## config.mk

```make
export PLATFORM = sky130hd
export DESIGN_NAME = alu_shifter_flat
export DESIGN_NICKNAME = d
export VERILOG_FILES = /design/src/rtl/alu_shifter_if.sv /design/src/rtl/alu_shifter.sv /design/src/flat_wrapper.sv
export SDC_FILE = /design/constraint.sdc
export NUM_CORES = 1
export LEC_CHECK = 0
export ABC_AREA = 0
export CAP_MARGIN = 10
export CORE_ASPECT_RATIO = 1.5
export CORE_UTILIZATION = 25
export DETAILED_ROUTE_END_ITERATION = 12
export RECOVER_POWER = 50
export SYNTH_ARGS = -nofsm -noshare
export SYNTH_HDL_FRONTEND = slang
export SYNTH_SLANG_ARGS = --single-unit
```

## constraint.sdc

```tcl
create_clock -name clk -period 1.5 [get_ports clk]
set_input_delay 0.225 -clock clk [delete_from_list [all_inputs] [get_ports clk]]
set_output_delay 0.225 -clock clk [all_outputs]
set_load 0.005 [all_outputs]
```

## src/rtl/alu_shifter_if.sv

```systemverilog
// Request/result bundle for the multi-cycle shifter/rotator.
// master drives the request side, slave (the shifter) drives status and results.
interface alu_shifter_if #(
  parameter int DATA_W = 16,
  parameter int CNT_W  = 8
);
  logic              start;
  logic [2:0]        op;
  logic [1:0]        size;
  logic [DATA_W-1:0] A;
  logic [CNT_W-1:0]  count;
  logic              cy_in;
  logic              busy;
  logic              done;
  logic [DATA_W-1:0] R;
  logic [5:0]        flags;
  logic [5:0]        flags_mask;

  modport master (
    output start, op, size, A, count, cy_in,
    input  busy, done, R, flags, flags_mask
  );

  modport slave (
    input  start, op, size, A, count, cy_in,
    output busy, done, R, flags, flags_mask
  );
endinterface

```

## src/rtl/alu_shifter.sv

```systemverilog
// Multi-cycle shifter/rotator: one 1-bit step per clock on a byte/word/dword
// slice of A; bits above the slice pass through from A unchanged.
// flags = {Z,S,P,V,CY,AC}, bit 0 = AC (never updated).
// Optional build macro: ALU_SHIFT_COUNT_MASK_EN -- effective count is
// count[4:0]; otherwise the full count is iterated.
module alu_shifter #(
  parameter int DATA_W = 16,
  parameter int CNT_W  = 8
) (
  input  logic            clk,
  input  logic            reset_n,
  alu_shifter_if.slave    bus
);

  localparam int IDX_W = $clog2(DATA_W);

  localparam logic [2:0] OP_ROL  = 3'd0;
  localparam logic [2:0] OP_ROR  = 3'd1;
  localparam logic [2:0] OP_ROLC = 3'd2;
  localparam logic [2:0] OP_RORC = 3'd3;
  localparam logic [2:0] OP_SHL  = 3'd4;
  localparam logic [2:0] OP_SHR  = 3'd5;
  localparam logic [2:0] OP_SHRA = 3'd6;

  typedef enum logic [1:0] {IDLE, SHIFT, DONE} state_t;

  state_t            state_reg, state_next;
  logic [2:0]        op_reg;
  logic [1:0]        size_reg;
  logic [DATA_W-1:0] a_reg;
  logic [DATA_W-1:0] w_reg, w_next;
  logic [CNT_W-1:0]  n_reg;
  logic              cy_reg, cy_next;
  logic              n_one_reg;
  logic              n_zero_reg;
  logic [DATA_W-1:0] r_reg;
  logic [5:0]        flags_reg;
  logic [5:0]        mask_reg;
  logic              done_reg;

  logic [CNT_W-1:0]  n_eff;
  logic [IDX_W-1:0]  msb_idx, in_msb_idx;
  logic [DATA_W-1:0] size_mask, in_mask;
  logic [DATA_W-1:0] r_next;
  logic [5:0]        flags_next, mask_next;

  // Size code to msb position; dword only exists in the 32-bit build,
  // everything else that is not byte behaves as word.
  function automatic logic [IDX_W-1:0] msb_of(input logic [1:0] sz);
    if (sz == 2'b00)
      return IDX_W'(7);
    else if (sz == 2'b10 && DATA_W == 32)
      return IDX_W'(DATA_W - 1);
    else
      return IDX_W'(15);
  endfunction

  assign msb_idx    = msb_of(size_reg);
  assign in_msb_idx = msb_of(bus.size);

  // Slice masks: one bit per operand bit, set when it lies inside the size.
  for (genvar gi = 0; gi < DATA_W; gi++) begin : g_mask
    assign size_mask[gi] = (int'(msb_idx) >= gi);
    assign in_mask[gi]   = (int'(in_msb_idx) >= gi);
  end

  // Reserved op collapses to a zero-step operation.
`ifdef ALU_SHIFT_COUNT_MASK_EN
  assign n_eff = (bus.op == 3'd7) ? '0 : CNT_W'(bus.count[4:0]);
`else
  assign n_eff = (bus.op == 3'd7) ? '0 : bus.count;
`endif

  // State register.
  always_ff @(posedge clk or negedge reset_n) begin
    if (!reset_n)
      state_reg <= IDLE;
    else
      state_reg <= state_next;
  end

  // Next-state logic.
  always_comb begin
    state_next = state_reg;
    case (state_reg)
      IDLE:    if (bus.start) state_next = (n_eff == '0) ? DONE : SHIFT;
      SHIFT:   if (n_reg == CNT_W'(1)) state_next = DONE;
      DONE:    state_next = IDLE;
      default: state_next = IDLE;
    endcase
  end

  // One 1-bit step of the working slice (kept masked to the size).
  always_comb begin
    logic msb_bit;
    logic in_l;
    logic in_r;
    logic go_left;
    msb_bit = w_reg[msb_idx];
    in_l    = 1'b0;
    in_r    = 1'b0;
    go_left = 1'b0;
    case (op_reg)
      OP_ROL:  begin go_left = 1'b1; in_l = msb_bit; end
      OP_ROLC: begin go_left = 1'b1; in_l = cy_reg;  end
      OP_SHL:  begin go_left = 1'b1; in_l = 1'b0;    end
      OP_ROR:  in_r = w_reg[0];
      OP_RORC: in_r = cy_reg;
      OP_SHR:  in_r = 1'b0;
      OP_SHRA: in_r = msb_bit;
      default: ;
    endcase
    if (go_left) begin
      w_next  = ((w_reg << 1) & size_mask) | DATA_W'(in_l);
      cy_next = msb_bit;
    end else begin
      w_next  = (w_reg >> 1) | (DATA_W'(in_r) << msb_idx);
      cy_next = w_reg[0];
    end
  end

  // Result and flag values captured while in DONE.
  always_comb begin
    logic is_shift;
    logic z_f, s_f, p_f, v_f;
    is_shift = (op_reg == OP_SHL) || (op_reg == OP_SHR) || (op_reg == OP_SHRA);
    r_next   = w_reg | (a_reg & ~size_mask);
    z_f      = is_shift && (w_reg == '0);
    s_f      = is_shift && w_reg[msb_idx];
    p_f      = is_shift && ~^w_reg[7:0];
    v_f      = 1'b0;
    if (n_one_reg) begin
      case (op_reg)
        OP_ROL, OP_ROLC, OP_SHL: v_f = w_reg[msb_idx] ^ cy_reg;
        OP_ROR, OP_RORC:         v_f = w_reg[msb_idx] ^ w_reg[msb_idx - IDX_W'(1)];
        OP_SHR:                  v_f = a_reg[msb_idx];
        default:                 v_f = 1'b0;
      endcase
    end
    if (n_zero_reg) begin
      flags_next = '0;
      mask_next  = '0;
    end else begin
      flags_next = {z_f, s_f, p_f, v_f, cy_reg, 1'b0};
      mask_next  = {is_shift, is_shift, is_shift, n_one_reg, 1'b1, 1'b0};
    end
  end

  // Operand latch, stepping datapath and registered outputs.
  always_ff @(posedge clk or negedge reset_n) begin
    if (!reset_n) begin
      op_reg     <= '0;
      size_reg   <= '0;
      a_reg      <= '0;
      w_reg      <= '0;
      n_reg      <= '0;
      cy_reg     <= 1'b0;
      n_one_reg  <= 1'b0;
      n_zero_reg <= 1'b0;
      r_reg      <= '0;
      flags_reg  <= '0;
      mask_reg   <= '0;
      done_reg   <= 1'b0;
    end else begin
      done_reg <= 1'b0;
      case (state_reg)
        IDLE: begin
          if (bus.start) begin
            op_reg     <= bus.op;
            size_reg   <= bus.size;
            a_reg      <= bus.A;
            w_reg      <= bus.A & in_mask;
            n_reg      <= n_eff;
            cy_reg     <= bus.cy_in;
            n_one_reg  <= (n_eff == CNT_W'(1));
            n_zero_reg <= (n_eff == '0);
          end
        end
        SHIFT: begin
          w_reg  <= w_next;
          cy_reg <= cy_next;
          n_reg  <= n_reg - CNT_W'(1);
        end
        DONE: begin
          r_reg     <= r_next;
          flags_reg <= flags_next;
          mask_reg  <= mask_next;
          done_reg  <= 1'b1;
        end
        default: ;
      endcase
    end
  end

  assign bus.busy       = (state_reg != IDLE);
  assign bus.done       = done_reg;
  assign bus.R          = r_reg;
  assign bus.flags      = flags_reg;
  assign bus.flags_mask = mask_reg;

endmodule

```

## src/flat_wrapper.sv

```systemverilog
// flat-port wrapper written by rule: the top's interface ports become plain ports
module alu_shifter_flat 
#(
  parameter int DATA_W = 16,
  parameter int CNT_W  = 8
)
  (clk, reset_n, bus_start, bus_op, bus_size, bus_A, bus_count, bus_cy_in, bus_busy, bus_done, bus_R, bus_flags, bus_flags_mask);
  alu_shifter_if #(.DATA_W(DATA_W), .CNT_W(CNT_W)) bus_i ();
  input  logic clk;
  input  logic reset_n;
  input wire logic [$bits(bus_i.start)-1:0] bus_start;
  input wire logic [$bits(bus_i.op)-1:0] bus_op;
  input wire logic [$bits(bus_i.size)-1:0] bus_size;
  input wire logic [$bits(bus_i.A)-1:0] bus_A;
  input wire logic [$bits(bus_i.count)-1:0] bus_count;
  input wire logic [$bits(bus_i.cy_in)-1:0] bus_cy_in;
  output wire logic [$bits(bus_i.busy)-1:0] bus_busy;
  output wire logic [$bits(bus_i.done)-1:0] bus_done;
  output wire logic [$bits(bus_i.R)-1:0] bus_R;
  output wire logic [$bits(bus_i.flags)-1:0] bus_flags;
  output wire logic [$bits(bus_i.flags_mask)-1:0] bus_flags_mask;
  assign bus_i.start = bus_start;
  assign bus_i.op = bus_op;
  assign bus_i.size = bus_size;
  assign bus_i.A = bus_A;
  assign bus_i.count = bus_count;
  assign bus_i.cy_in = bus_cy_in;
  assign bus_busy = bus_i.busy;
  assign bus_done = bus_i.done;
  assign bus_R = bus_i.R;
  assign bus_flags = bus_i.flags;
  assign bus_flags_mask = bus_i.flags_mask;
  alu_shifter #(.DATA_W(DATA_W), .CNT_W(CNT_W)) u_core (.clk(clk), .reset_n(reset_n), .bus(bus_i));
endmodule
```

* Word level (Yosys, flattened, before mapping)
Index checks and enable logic that the tools add are counted.
Storage, ports and cells: register bits after elaboration 79
Operators by class: eq/ne operators 13, reduce and logical (&&, ||, !) cells 19, add/subtract/negate cells 2, bitwise logic cells 9, magnitude comparators 32, multiplexer cells 29, shifts and indexed selects 1
Operator list (number):
- greater-or-equal comparator 4 bit (second input constant) | 16
- AND 16 bit | 3
- greater-or-equal comparator 4 x 3 -> 1 bit (second input constant) | 8
- two-way mux 16 bit | 2
- case mux 16 bit (2 select lines) | 1
- == test 8 x 1 -> 1 bit (second input constant) | 2
- greater-or-equal comparator 4 x 2 -> 1 bit (second input constant) | 4
- logical NOT 16 bit | 1
- two-way mux 8 bit | 2
- NOT 16 bit | 1
- bitwise OR 15 x 16 -> 16 bit | 1
- bitwise OR 16 x 1 -> 16 bit | 1
- bitwise OR 16 bit | 1
- case mux 8 bit (2 select lines) | 1
- << shifter 1 x 4 -> 16 bit | 1
- binary-select mux 1 bit (select 4 bit) | 3
- == test 3 bit (second input constant) | 4
- two-way mux 6 bit | 2
- less-than comparator 4 x 5 -> 1 bit (second input constant) | 2
- greater-or-equal comparator 4 x 1 -> 1 bit (second input constant) | 2
- logical NOT 8 bit | 1
- two-way mux 1 bit | 8
- two-way mux 4 bit | 2
- XNOR reduction 8 bit | 1
- other kinds (21) | 35

* Longest topological paths before layout
Gate-level depths: netlist of the first run.
depth after elaboration 9, depth in mapped cells 6, depth with buffers taken out 6

* Worst setup path before layout of the first run
OpenSTA, ideal clock, no wires.
path kind flip-flop to flip-flop, from reg u_core.state_reg[1], to reg u_core.w_reg[7], slack 52 ps, data arrival time 1316 ps, cell stages (with the launch flop) 6, library setup time 132 ps, path through dfrtp_1 clkbuf_8 or3b_1 a211oi_2 and2_1 a211oi_1
Between the ends: longest elaborated chain between the ends 3, elaborated cells between the ends (all ways) 6, those cells by class 2 x eq/ne; 1 x mux; 3 x reduce/logical
RTL lines:
- start, declared | RTL line alu_shifter.sv:27 | state_t state_reg, state_next;
- start signal, assigned | RTL line alu_shifter.sv:79 | state_reg <= state_next;
- == test 2 x 1 -> 1 bit / logical NOT 2 bit (equally long branches) | RTL line alu_shifter.sv:166 | case (state_reg)
- nonzero test 2 bit (no source line) / inequality test 2 bit (equally long branches)
- AND reduction 2 bit (no source line)
- end signal, assigned | RTL line alu_shifter.sv:172 | w_reg <= bus.A & in_mask;
- end signal, assigned | RTL line alu_shifter.sv:180 | w_reg <= w_next;
- end, declared | RTL line alu_shifter.sv:31 | logic [DATA_W-1:0] w_reg, w_next;
Parallel ways exist; a longest one is shown, timed or not. A chain may end at the register's enable or synchronous reset.

* Worst setup path in the final report of the first run
from reg u_core.state_reg[1], to reg u_core.w_reg[14]
The elaborated chain is that of the path after synthesis.

==> impl_metrics.py, run 1 <==
metrics = {
    "floorplanning": {
        "design.core.area_um2": 13900,
        "dieHeight_um": 148,
        "initial_core_util_pct": 25.5,
        "row_count": 53,
        "design.die.area_um2": 14700,
        "design.portCount": 63,
        "die_w_um": 99.3,
    },
    "power_and_ir_drop": {
        "power_frac_clock_pct": 22.8,
        "switching_power_mw": 3.74,
        "power_density_over_the_cells_nw_per_um2": 1990,
        "leakage_nw": 2.25,
        "max-vdd-ir-drop_v": 0.000685,
        "share_seq_of_total_power_pct": 32.3,
        "design_power_total_mw": 10.1,
        "cellInternalPower_mw": 6.38,
        "power.combinational.fraction_pct": 44.9,
        "switching_share_pct": 37.0,
    },
    "place": {
        "gp_routability_congestion": 0.863,
        "dp_hpwl_um": 7560,
        "numPlacedInstances": 641,
        "numPortBuffers": 60,
        "total_placed_instance_area_um2": 4640,
    },
    "clock_network": {
        "clock_tree.htree_level_count": 3,
        "worstSkewPairLatency_ns": 0.33,
        "clkSlewWorstSetupHoldPaths_ns": 0.06,
        "num_cts_buffers": 9,
        "cts_root_buffer": "sky130_fd_sc_hd__clkbuf_16",
        "clkSinkCount": 68,
        "tritoncts_clock_tree": "done",
        "max-clock-path-buffers": 2,
    },
    "grt": {
        "largest_net_degree_at_the_start_of_global_routing": 31,
        "grt_pass1_vias": 3197,
        "grt_first_pass_wirelength_um": 16100,
        "grt-ovfl-total": 0,
        "antenna_found_initial": 0,
        "grtUsageTotal_pct": 14.2,
    },
    "logic_synthesis": {
        "synth.area.top_cells": "sky130_fd_sc_hd__dfrtp_1, sky130_fd_sc_hd__nand2_1, sky130_fd_sc_hd__o21ai_0, sky130_fd_sc_hd__a21oi_1, sky130_fd_sc_hd__a221o_1",
        "synth_edf_count": 0,
        "syn_inst": 385,
        "synth_top_flop_cell": "sky130_fd_sc_hd__dfrtp_1",
        "post_synthesis_area_per_instance_um2": 9.21,
        "synth.distinct_cells": 56,
        "postSynthRegisterBits": 68,
        "yosysSeqAreaShare_pct": 48.0,
        "netlist.area_leader.share_pct": 48.0,
        "ys_warn_count": 0,
        "synth_async_sr_flop_share_pct": 100,
        "netlist_area_um2": 3550,
        "synthDominantAreaCellType": "sky130_fd_sc_hd__dfrtp_1",
    },
    "setup_path": {
        "critical_path.slowest_cell": "sky130_fd_sc_hd__or3b_4",
        "timing.critical_path.buf_inv": 1,
        "cp_max_fo": 8,
        "regToRegSetupSlack_ns": 0.002,
        "cp.arrival_ns": 1.76,
        "path_delay_family": "simple AND/OR/NAND/NOR gates",
        "worst_ep_required_time_ns": 1.77,
        "crit_path_end_kind": "flop",
        "timing.critical_path.cells": "buf_6, or3b_4, nor2_4, a221o_1",
        "critPathLaunchType": "flop",
        "critical-path-max-stage-delay_ns": 0.45,
        "cp_class": "flop to flop",
    },
    "timing": {
        "final.setup_skew_ns": 0.00312,
        "fin_hold_ws_ns": 0.474,
        "slew_violations": 0,
        "timing_hold_violations_final": 0,
        "timing.final.crit_period_ns": 1.50,
        "finalSetupViolCount": 0,
        "final_cycle_share_pct": 99.9,
        "worst_slew_pin_slew_ns": 0.876,
        "max_freq_mhz": 667,
        "grt_setup_unrepaired": "yes",
        "slew_headroom_pct": 41.6,
    },
    "detailed_routing": {
        "via_per_inst": 4.84,
        "routed_len_inst_um": 15.0,
        "final_antenna_net_count": 0,
        "firstDrtPassIters": 4,
        "finalWirelength_um": 9960,
        "post-route-drc-count": 0,
        "vias": 3211,
        "drt-initial-drc-count": 216,
    },
    "layout": {
        "final.fill_count": 1451,
        "finish.net_count": 532,
        "n_antenna_cell": 0,
        "final_cell_area_um2": 5080,
        "area_growth_syn_to_layout_pct": 43.3,
        "drive_above_1_share_pct": 22.3,
        "stdcell_count": 663,
    },
    "status": {
        "run_status": "completed",
    },
    "min_path": {
        "min_path_type": "flop to flop",
    },
    "job": {
        "timing.max_cap.violations": 0,
    },
}
==> power by group through the flow <==
stage	Sequential, mW	Combinational (mW)	Clock [mW]
2_1_floorplan	3.08	2.77	0
3_5_place_dp	3.29	4.38	0
5_1_grt	3.37	5.08	2.43
4_1_cts	3.25	4.46	2.35
3_3_place_gp	3.25	4.29	0
6_report	3.27	4.55	2.31
==> routing by layer <==
metal | part of all wire [%] | track usage, %
met5 | 0 | 0
met4 | 3.4 | 7.72
met3 | 2.9 | 2.08
met2 | 53 | 24.9
met1 | 40 | 16.4
==> worst reg2reg max path: cells and delay by family, from the launching register on <==
kind            cells  cell delay (ns)
simple gates        2             0.69
flops               1             0.41
compound gates      1             0.20
buf+inv             1             0.13
==> cells in the mapped netlist (all sizes together) (2+ instances only) <==
cell / instances
a21oi: 29
a22oi: 7
nor3: 4
a211oi: 5
nand2: 83
clkbuf: 13
a221oi: 2
and2: 3
dfrtp: 68
o21bai: 2
nor4: 4
xor2: 3
nor4b: 4
or3b: 3
xnor2: 3
mux2i: 2
o21ai: 38
a32oi: 6
nand2b: 7
nor2: 16
nand3: 12
buf: 16
or2: 2
a21o: 5
ha: 6
o31ai: 2
or4: 2
a221o: 8
inv: 16
==> layout make-up <==
cell class              instances  area, µm²  area share [%]
clock buffers                  10        239            4.70
well taps                     165        206            4.06
repair buffers                125       1110            21.9
flip-flops and latches         68       1700            33.5
inverters                      16       60.1            1.18
clock inverters                 6       87.6            1.72
multi-input cells             273       1670            32.9
==> logic make-up after synthesis <==
kind of cell,count (synthesis),share of synthesized area [%]
muxes,2,0.564
and+or+nand+nor,146,20.2
other,1,0.106
buffers and inverters,45,7.09
xor gates and xnor gates,6,1.48
DFF,68,48.0
adders and majority gates,6,2.12
AOI/OAI and AO/OA,111,20.5
==> metrics by stage <==
step | util (%) | setup slack [ns] | setup TNS [ns]
final | 36.5 | 0.00182 | 0
after floorplan | - | 0.0515 | 0
after global placement | 33.3 | -0.276 | -7.68
after detailed placement | 33.3 | -0.311 | -8.57
after global routing | 36.5 | -0.0499 | -0.656
after CTS | 36.0 | 0.0000282 | 0
==> placed cells by master (no fill, tap or decap), drive strengths merged, types with 3 or more instances in the layout <==
master and count:
nand2 83, dfrtp 68, buf 64, clkdlybuf4s50 56, o21ai 38, a21oi 29, inv 16, nor2 16
nand3 12, clkbuf 12, a221o 8, a22oi 7, nand2b 7, a32oi 6, ha 6, a211oi 5
a21o 5, nor4 4, nor3 4, nor4b 4, clkinv 4, or3b 3, and2 3, xnor2 3
xor2 3
==> timing repair <==
action,in CTS,in global routing
hold buffers,1,0
gates cloned,0,1
endpoints found under the setup margin,5,24
pin swaps,4,11
resized for setup,9,21
endpoints found under the hold margin,13,0
buffers inserted,2,2
==> final timing paths <==
path	start	end	depth (start not counted)
min reg2reg	u_core.a_reg[11]	u_core.a_reg[11]	2
max in group asynchronous	reset_n	u_core.w_reg[7]	3
min in group asynchronous	reset_n	u_core.bus.R[2]	2
max reg2reg	u_core.state_reg[1]	u_core.w_reg[14]	4
min	u_core.a_reg[11]	u_core.a_reg[11]	2
max	u_core.state_reg[1]	u_core.w_reg[14]	4
Note: power is estimated with default switching activity, not from simulation.
==> inputs of run 2 (changes only) <==
==> constraint.sdc (replaced) <==
create_clock -name clk -period 1.8 [get_ports clk]
set_input_delay 0.36 -clock clk [delete_from_list [all_inputs] [get_ports clk]]
set_output_delay 0.36 -clock clk [all_outputs]
set_load 0.005 [all_outputs]
==> impl_metrics.py, run 2 (synthesized netlist as in run 1, its figures left out) <==
metrics = {
    "detailed_routing": {
        "firstDrtPassIters": 4,
        "vias": 3131,
        "final_antenna_net_count": 0,
        "finalWirelength_um": 9510,
        "routed_len_inst_um": 15.0,
        "via_per_inst": 4.92,
        "drt-initial-drc-count": 219,
        "post-route-drc-count": 0,
    },
    "layout": {
        "fin_util_pct": 34.2,
        "area_growth_syn_to_layout_pct": 34.5,
        "final_common_cell": "sky130_fd_sc_hd__nand2_1",
        "layout_common_cells": "sky130_fd_sc_hd__nand2_1, sky130_fd_sc_hd__dfrtp_1, sky130_fd_sc_hd__clkdlybuf4s50_1, sky130_fd_sc_hd__o21ai_0, sky130_fd_sc_hd__buf_4",
        "n_antenna_cell": 0,
        "drive_above_1_share_pct": 14.4,
        "final.fill_count": 1471,
        "finish.net_count": 505,
        "stdcell_count": 636,
        "final_cell_area_um2": 4770,
    },
    "setup_path": {
        "crit_path_end_kind": "flop",
        "worst_ep_required_time_ns": 2.02,
        "startpoint": "u_core.state_reg[1]",
        "critPathLaunchType": "flop",
        "rr_startpoint": "u_core.state_reg[1]",
        "cp_class": "flop to flop",
        "critical_path.reg2reg.endpoint": "u_core.n_reg[3]",
        "regToRegSetupSlack_ns": 0.14,
        "cp_max_fo": 10,
        "ff2ff_path_depth": 6,
        "cp-endpoint": "u_core.n_reg[3]",
        "cp.arrival_ns": 1.88,
    },
    "timing": {
        "grt_setup_unrepaired": "no",
        "max_freq_mhz": 601,
        "slew_headroom_pct": 30.5,
        "tns_ns": 0,
        "finalSetupViolCount": 0,
        "timing_hold_violations_final": 0,
        "final.setup_skew_ns": 0.00350,
        "timing.final.crit_period_ns": 1.66,
        "worst_slew_pin_slew_ns": 1.04,
        "final_cycle_share_pct": 92.4,
        "slew_violations": 0,
    },
    "clock_network": {
        "tritoncts_clock_tree": "done",
        "worstSkewPairLatency_ns": 0.33,
        "cts_root_buffer": "sky130_fd_sc_hd__clkbuf_16",
        "clkSlewWorstSetupHoldPaths_ns": 0.06,
        "clkSinkCount": 68,
        "max-clock-path-buffers": 2,
        "num_cts_buffers": 9,
        "clock_tree.htree_level_count": 3,
    },
    "place": {
        "gp_routability_congestion": 0.882,
        "numPlacedInstances": 616,
        "numPortBuffers": 60,
        "total_placed_instance_area_um2": 4450,
        "dp_hpwl_um": 7180,
    },
    "grt": {
        "largest_net_degree_at_the_start_of_global_routing": 42,
        "grtUsageTotal_pct": 13.7,
        "antenna_found_initial": 0,
        "grt-ovfl-total": 0,
        "grt_first_pass_wirelength_um": 15600,
        "grt_pass1_vias": 3119,
    },
    "power_and_ir_drop": {
        "design_power_total_mw": 7.71,
        "leakage_nw": 2.08,
        "max-vdd-ir-drop_v": 0.000693,
        "power_density_over_the_cells_nw_per_um2": 1620,
    },
    "floorplanning": {
        "design.core.area_um2": 13900,
        "dieHeight_um": 148,
        "die_w_um": 99.3,
        "design.portCount": 63,
        "initial_core_util_pct": 25.5,
        "design.die.area_um2": 14700,
        "row_count": 53,
    },
    "min_path": {
        "holdCritStartpoint": "u_core.a_reg[9]",
        "hold-path-cell-count": 2,
        "min_path_type": "flop to flop",
    },
    "status": {
        "run_status": "completed",
    },
    "job": {
        "timing.max_cap.violations": 0,
    },
}
run 2: critical path, cell delays in order (launching register included):
cell and delay, ns:
sky130_fd_sc_hd__dfrtp_1 0.40, sky130_fd_sc_hd__buf_4 0.15, sky130_fd_sc_hd__nand2b_4 0.19, sky130_fd_sc_hd__nor4_4 0.28
sky130_fd_sc_hd__buf_4 0.19, sky130_fd_sc_hd__xnor2_1 0.06, sky130_fd_sc_hd__a221oi_1 0.28
run 2: final cells by class:
class	count	area, µm²	share of cell area, %
Clock buffer	10	239	5.01
Clock inverter	6	38.8	0.813
Inverter	16	60.1	1.26
Multi-Input combinational cell	273	1610	33.7
Sequential cell	68	1700	35.7
Tap cell	165	206	4.33
Timing Repair Buffer	98	918	19.3
run 2: timing repair:
action | 4_1_cts | 5_1_grt
setup endpoints to repair | 1 | 2
setup buffers | 2 | 1
endpoints found under the hold margin | 14 | 0
cloned | 0 | 0
resized for setup | 1 | 2
pin swaps | 0 | 1
hold buffers | 1 | 0
run 2: per-layer routing:
layer  part of all wire (%)  track usage, %  wire length (µm)
met1                     41            16.2              3890
met2                     53            24.0              5070
met3                    3.9            2.17               371
met4                    1.8            6.18               175
met5                      0               0                 0
run 2: per-stage QoR:
stage / hold WS [ns] / worst slack, ns
finish: 0.473 / 0.136
global route: 0.500 / 0.0566
CTS: 0.477 / 0.0924
detailed placement: 0.325 / -0.131
global placement: 0.324 / -0.111
floorplan: 0.0644 / 0.352
run 2: worst min path at each step:
stage,end
detailed placement,u_core.bus.flags_mask[4]
global route,u_core.a_reg[7]
floorplan,u_core.a_reg[10]
CTS,u_core.a_reg[7]
global placement,u_core.bus.flags_mask[4]
finish,u_core.a_reg[9]
run 2: where the power goes:
group,internal (mW),switching [mW],leakage [nW]
clock,0.965,0.654,0.135
combinational,1.66,1.67,1.07
sequential,2.13,0.632,0.882
total,4.76,2.96,2.08
